**src/rtl/decoder_seq_ctrl.sv**
```systemverilog
// Symbol-table scanner: XORs a one-hot code of each table row into an
// accumulator, then latches the accumulator's parity for display.
module decoder_seq_ctrl #(
    parameter int ROWS = 8
) (
    input  logic       clk,
    input  logic       rst_n,
    input  logic       start,
    input  logic       wr_en,
    input  logic [2:0] wr_addr,
    input  logic [2:0] wr_data,
    input  logic       pb1,
    output logic [7:0] led,
    output logic       busy,
    output logic       done,
    output logic       wr_err
);

    typedef enum logic [1:0] {
        IDLE   = 2'd0,
        SCAN   = 2'd1,
        PARITY = 2'd2,
        DONE   = 2'd3
    } state_t;

    localparam logic [2:0] LAST_IDX = 3'(ROWS - 1);

    // Row i lives in bits [3*i +: 3]; rows 0..7 = 3,4,7,2,3,5,0,2.
    localparam logic [23:0] DEFAULT_TBL =
        {3'd2, 3'd0, 3'd5, 3'd3, 3'd2, 3'd7, 3'd4, 3'd3};

    state_t     state_q, state_d;
    logic [7:0] acc_q, acc_d;
    logic       parity_q, parity_d;
    logic [2:0] idx_q, idx_d;
    logic [7:0] led_q, led_d;
    logic       wr_err_q, wr_err_d;
    logic [2:0] tbl_q [8];
    logic [2:0] tbl_d [8];

    logic       writable;

    assign writable = (state_q == IDLE) || (state_q == DONE);

    always_comb begin
        // NOTE: every variable gets a default before any branch, so no path can infer a latch.
        state_d  = state_q;
        acc_d    = acc_q;
        parity_d = parity_q;
        idx_d    = idx_q;
        tbl_d    = tbl_q;
        wr_err_d = 1'b0;
        led_d    = 8'h00;

        if (wr_en) begin
            if (writable) begin
                tbl_d[wr_addr] = wr_data;
            end else begin
                wr_err_d = 1'b1;
            end
        end

        unique case (state_q)
            IDLE, DONE: begin
                if (start) begin
                    acc_d   = 8'h00;
                    idx_d   = 3'd0;
                    state_d = SCAN;
                end
            end
            SCAN: begin
                // Symbol v toggles bit (7-v): 0 -> bit 7, 7 -> bit 0.
                acc_d = acc_q ^ (8'h80 >> tbl_q[idx_q]);
                if (idx_q == LAST_IDX) begin
                    state_d = PARITY;
                end else begin
                    idx_d = idx_q + 3'd1;
                end
            end
            PARITY: begin
                parity_d = ^acc_q;
                state_d  = DONE;
            end
            default: state_d = IDLE;
        endcase

        unique case (state_q)
            IDLE:        led_d = 8'h00;
            SCAN, PARITY: led_d = acc_q;
            DONE:        led_d = pb1 ? {7'b0, parity_q} : acc_q;
            default:     led_d = 8'h00;
        endcase
    end

    always_ff @(posedge clk or negedge rst_n) begin
        if (!rst_n) begin
            state_q  <= IDLE;
            acc_q    <= 8'h00;
            parity_q <= 1'b0;
            idx_q    <= 3'd0;
            led_q    <= 8'h00;
            wr_err_q <= 1'b0;
            // NOTE: the table is a small flop array with defined contents, so it is reset like any other state.
            for (int i = 0; i < 8; i++) begin
                tbl_q[i] <= DEFAULT_TBL[i*3 +: 3];
            end
        end else begin
            // NOTE: sequential state uses non-blocking assignments so all flops update together.
            state_q  <= state_d;
            acc_q    <= acc_d;
            parity_q <= parity_d;
            idx_q    <= idx_d;
            led_q    <= led_d;
            wr_err_q <= wr_err_d;
            tbl_q    <= tbl_d;
        end
    end

    assign led    = led_q;
    assign busy   = (state_q == SCAN) || (state_q == PARITY);
    assign done   = (state_q == DONE);
    assign wr_err = wr_err_q;

endmodule
```
**config.mk**
```make
export PLATFORM = sky130hd
export DESIGN_NAME = decoder_seq_ctrl
export DESIGN_NICKNAME = d
export VERILOG_FILES = /design/src/rtl/decoder_seq_ctrl.sv
export SDC_FILE = /design/constraint.sdc
export NUM_CORES = 1
export LEC_CHECK = 0
export ABC_AREA = 1
export CORE_ASPECT_RATIO = 2
export CORE_MARGIN = 8
export CORE_UTILIZATION = 45
export DETAILED_ROUTE_END_ITERATION = 10
export PLACE_DENSITY = 0.74
export REMOVE_ABC_BUFFERS = 1
export SETUP_SLACK_MARGIN = 0.02
export SYNTH_ARGS = -nofsm -noshare
export SYNTH_HDL_FRONTEND = slang
export SYNTH_SLANG_ARGS = --single-unit
```
**constraint.sdc**
```tcl
create_clock -name clk -period 3.9 [get_ports clk]
set_input_delay 0.78 -clock clk [delete_from_list [all_inputs] [get_ports clk]]
set_output_delay 0.78 -clock clk [all_outputs]
set_load 0.05 [all_outputs]
```
## Yosys cells after proc, flatten, opt, wreduce, memory -nomap -nowiden

Index checks and enable logic that the tools add are counted.

- Bits in registers: 47
- Input port bits: 11
- Output and inout bits: 11
- Logic and storage cells: 59

- Add/sub/neg operators: 1
- Order comparisons: 3
- Eq/ne operators: 7
- Shifts and indexed selects: 1
- Multiplexer cells: 18
- Bitwise gates (word level): 3
- Reductions and logical operators: 12

Operator list:

| cell | number |
|---|---|
| bitwise mux 24 bit | 1 |
| one-hot mux 8 bit (3 select lines) | 1 |
| two-way mux 8 bit | 2 |
| one-hot mux 8 bit (2 select lines) | 1 |
| two-way mux 3 bit | 5 |
| binary-select mux 3 bit (select 3 bit) | 1 |
| demux 3 bit (select 3 bit) | 1 |
| greater-or-equal comparator 4 bit, second input constant | 2 |
| inverter 3 -> 4 bit | 2 |
| XOR reduction 8 bit | 1 |
| right shift 8 x 3 -> 8 bit, first input constant | 1 |
| bitwise XOR 8 bit | 1 |
| != test 2 bit, second input constant | 3 |
| one-hot mux 2 bit (3 select lines) | 1 |
| one-hot mux 3 bit (2 select lines) | 1 |
| AND reduction 2 bit | 3 |
| == test 2 bit, second input constant | 2 |
| less-than comparator 4 x 1 -> 1 bit, second input constant | 1 |
| two-way mux 2 bit | 2 |
| OR reduction 2 bit | 2 |
| adder 3 x 1 -> 3 bit, second input constant | 1 |
| == test 3 bit, second input constant | 1 |
| AND reduction 3 bit | 1 |
| == test 2 x 1 -> 1 bit, second input constant | 1 |
| other kinds (5) | 7 |

## Longest topological paths before layout

- Word-level depth: 7
- Depth in mapped cells: 12
- Depth with buffers taken out: 11

## Worst setup path before layout

No wires, ideal clock.

- Kind: register to register
- From: register state_q[0]
- To: register acc_q[0]
- Library setup time: 0.119 ns
- Arrival: 1.871 ns
- Data required time: 3.781 ns
- Setup slack: 1.910 ns
- Stages on the path, launching flop included: 10
- Path buffers: 0
- Clock period less this slack: 1.990 ns
- Cell sequence: dfrtp_1 inv_1 ha_1 nor2_1 a21oi_1 inv_1 nor2_2 nand3_1 nand2_1 nor2_1

- Cells in the longest elaborated chain, start to end: 4
- Elaborated cells on any way between the ends: 8
- Those cells by class: eq/ne (3); mux (1); reduce/logical (4)

Ends and longest elaborated chain:

| item | line | text |
|---|---|---|
| start: declaration | 32 | `state_t state_q, state_d;` |
| start signal: assignment | 109 | `state_q <= state_d;` |
| == test 2 bit or zero test 2 bit (tied branches) | 63 | `unique case (state_q)` |
| OR reduction 2 bit | 63 |  |
| != test 2 bit (no line) or nonzero test 2 bit (tied branches) | n/a |  |
| AND reduction 2 bit (no line) | n/a |  |
| end signal: assignment | 98 | `acc_q <= 8'h00;` |
| end signal: assignment | 110 | `acc_q <= acc_d;` |
| end: declaration | 33 | `logic [7:0] acc_q, acc_d;` |

Parallel ways exist; a longest one is shown, timed or not.
A chain may end at the register's enable or synchronous reset.

## Final worst setup path

- From: register state_q[0]
- To: output busy

- Cells in the longest elaborated chain, start to end: 2
- Elaborated cells on any way between the ends: 3
- Those cells by class: eq/ne (2); reduce/logical (1)

Ends and longest elaborated chain:

| item | line | text |
|---|---|---|
| == test 2 x 1 -> 1 bit or == test 2 bit (tied branches) | 120 | `assign busy = (state_q == SCAN) \|\| (state_q == PARITY);` |
| logical OR 1 bit * | 120 |  |
| end: declaration | 14 | `output logic busy,` |

Every way passes the cells marked *; elsewhere a longest branch is shown, timed or not.

==> summary.md <==
| Metric | Value |
|---|---|
| Number of iterations in the first detailed-routing pass | 4 |
| Root Driver | clkbuf_8 |
| CTS H-tree depth | 2 |
| Synthesized instance count | 302 |
| # resized after CTS | 0 |
| Unique cell type count in the Yosys netlist | 19 |
| Top-count cell post-synth | nand2_1 |
| Num CTS Buffers | 5 |
| Register area | 1191 µm² |
| Area leader, netlist | dfrtp_1 |
| Top cells by instance count after synthesis | nand2_1 (79), inv_1 (44), dfrtp_1 (35), nand3_1 (32), o21ai_0 (31) |
| Class of the worst hold path | reg -> reg |
| XOR/XNOR Fraction of Synth Area | 0.02563 |
| Seq/Total Area, Yosys | 0.4979 |
| Vias per std cell | around 5.0 |
| TritonCTS clock tree | built |
| Vias | 1941 |
| Layout Nets | 345 |
| Util after Layout | 0.5323 |
| Post-DR wirelength/cell | 12.60 µm |
| Antenna-violating nets left | 0 |
| Initial antenna violation count | 0 |
| Final number of max-transition violations | 0 |
| Wirelength, routed | 4.875 mm |
| Mux share of post-synthesis cell area | 0 |
| Synth async-reset ratio | 1.000 |
| Fin. Hold Viols | 0 |
| Post-CTS setup buffers | 0 |
| Adder-Cell Fraction of Synth Area | 0.03138 |
| Starting Density | 0.4655 |
| Clk pin slew, worst setup/hold paths | 0.09 ns |
| Detailed placement HPWL | 3.863 mm |
| Filler Cell Count | ~480 |
| Worst vdd rail ir drop | 0.0004141 V |
| Core Rows | 37 |
| Post-synth top area share | 0.3661 |
| Worst-margin pin slew | 1.021 ns |
| Share of layout cells above drive strength 1 | 0.1216 |
| Worst Path Arrival | around 2 ns |
| Largest buffer count on any clock path | 2 |
| Synth warnings | 0 |
| Main combinational cell family by area after synthesis | simple AND/OR/NAND/NOR gates |
| Global-route wire length before repair | approximately 8 mm |
| Multi-input logic area | 1010 µm² |
| TNS Setup | 0 ns |
| Worst Setup Path Type | reg -> out |
| CP Capture Type | output port |
| Diodes inserted | 0 |
| Io pins | 22 |
| Hold_ws | ~0.49 ns |
| Drt drc | 0 |
| # hold bufs at CTS | 0 |
| Vias in the first global route | 1902 |
| Max Freq | 363.7 MHz |
| Pin count of the biggest net entering global routing | 48 |
| Worst Path Required | 3.12 ns |
| Slew headroom | 0.3195 |
| Startpoint types | flip-flop |
| Avg Inst Size Synth | just under 8 µm² |
| IO buf count | 21 |
| Synth area leaders | dfrtp_1 (37%), dfstp_2 (13%), nand2_1 (12%) |
| Placeable Area | 5139 µm² |
| Final setup viols | 0 |
| Total gr overflow | 0 |
| Outcome | finished clean |
| Final Non-Filler Cells | 387 |
| RSZ-0062 raised after global routing | no |
| Post-Synth Simple-Gate Area | 0.2793 |
| Max_cap viols | 0 |
| Area Growth Syn to Fin | 14.33% |
| Clk sinks | 47 |
| DRT iter0 DRCs | 63 |
| Post-synthesis register bit count | 47 |
| Synthesized cell area | 2392 µm² |
| Static Leak | 1.346 nW |
| Total track usage | 0.1313 |
| Cell Pwr Density | approximately 900 nW/µm² |
| Die Span Y | roughly 120 µm |
| Number of synthesized flops with an enable pin | 0 |
| Most used DFF post-synth | dfrtp_1 |
| Crit path max fanout | 5 |
| Placed Cells | 379 |
| Clock Skews | 0.006425 ns |
| Placer Congestion | ~0.86 |
| Fin crit period | 2.749 ns |
| Worst-Skew Late Latency | 0.30 ns |
| Compound-Gate Fraction of Synth Area | 0.08577 |
| Fin crit share | 0.7050 |
| Die width | 67.56 µm |
| Total die area | 8046 µm² |
## flip-flops by register name (all words and copies together), names as in the netlist
register / flops
tbl_q: 24
acc_q: 8
led: 8
idx_q: 3
state_q: 2
parity_q: 1
wr_err: 1
## worst paths after layout
kind | from | end | slack (ns) | cells past startpoint
worst max-delay path | state_q[0]$_DFFE_PN0P_ | busy | 1.15 | 3
worst min-delay path | tbl_q[10]$_DFFE_PN1P_ | tbl_q[10]$_DFFE_PN1P_ | 0.49 | 2
worst max register to register | state_q[0]$_DFFE_PN0P_ | tbl_q[14]$_DFFE_PN0P_ | 1.92 | 6
worst min register to register | tbl_q[10]$_DFFE_PN1P_ | tbl_q[10]$_DFFE_PN1P_ | 0.49 | 2
max in group asynchronous | rst_n | acc_q[3]$_DFFE_PN0P_ | 2.61 | 1
min in group asynchronous | rst_n | tbl_q[12]$_DFFE_PN0P_ | 0.66 | 1
## final cells by class
type / instances / area share
Multi-Input combinational cell: 207 / 0.3692
Inverter: 46 / 0.06313
Clock buffer: 5 / 0.02516
Sequential cell: 47 / 0.4355
Timing Repair Buffer: 21 / 0.07502
Tap cell: 58 / 0.02653
Clock inverter: 3 / 0.005489
## critical path, stage by stage (launching register included)
cell,delay (ns)
dfrtp_1,0.41
inv_1,0.08
ha_1,0.36
clkdlybuf4s50_1,0.83
## routing by layer
| metal | global-route usage | wire length (µm) | up-vias |
|---|---|---|---|
| met4 | 0.07905 | 179 | 0 |
| met1 | 0.1223 | 1782 | 901 |
| li1 | - | - | 996 |
| met5 | 0 | 0 | - |
| met3 | 0.02911 | 187 | 11 |
| met2 | 0.2403 | 2725 | 33 |
## layout by cell type, fill, tap and decap left out, drive strengths merged
cell,count
nand2,90
inv,46
dfrtp,35
nand3,32
o21ai,31
nor2,28
clkdlybuf4s50,20
dfstp,12
a21oi,10
xnor2,6
ha,6
clkbuf,5
clkinv,3
nand4,2
xor2,1
nor3,1
buf,1
## report_power, final
part | total, mW | leakage [nW] | switching (mW) | internal (mW)
registers | 0.851 | 0.580 | 0.129 | 0.722
logic | 1.27 | 0.719 | 0.841 | 0.433
clock network | 0.281 | 0.0477 | 0.158 | 0.123
total | 2.41 | 1.35 | 1.13 | 1.28
## logic make-up (layout without fill, tap and decap cells)
family | Yosys count | count (layout)
and+or+nand+nor | 153 | 153
buffers and inverters | 48 | 75
DFF | 47 | 47
AOI/OAI and AO/OA | 41 | 41
xor gates and xnor gates | 7 | 7
adders and majority gates | 6 | 6
## metrics by stage
stage	worst slack (ns)	instance area [µm²]	power, mW
6_report	1.151	2735	2.406
5_1_grt	1.051	2735	2.626
4_1_cts	1.137	2735	2.436
3_5_place_dp	1.473	2651	2.148
3_3_place_gp	1.510	2651	2.111
2_1_floorplan	1.910	2374	1.817
(Power assumes the default switching activity.)
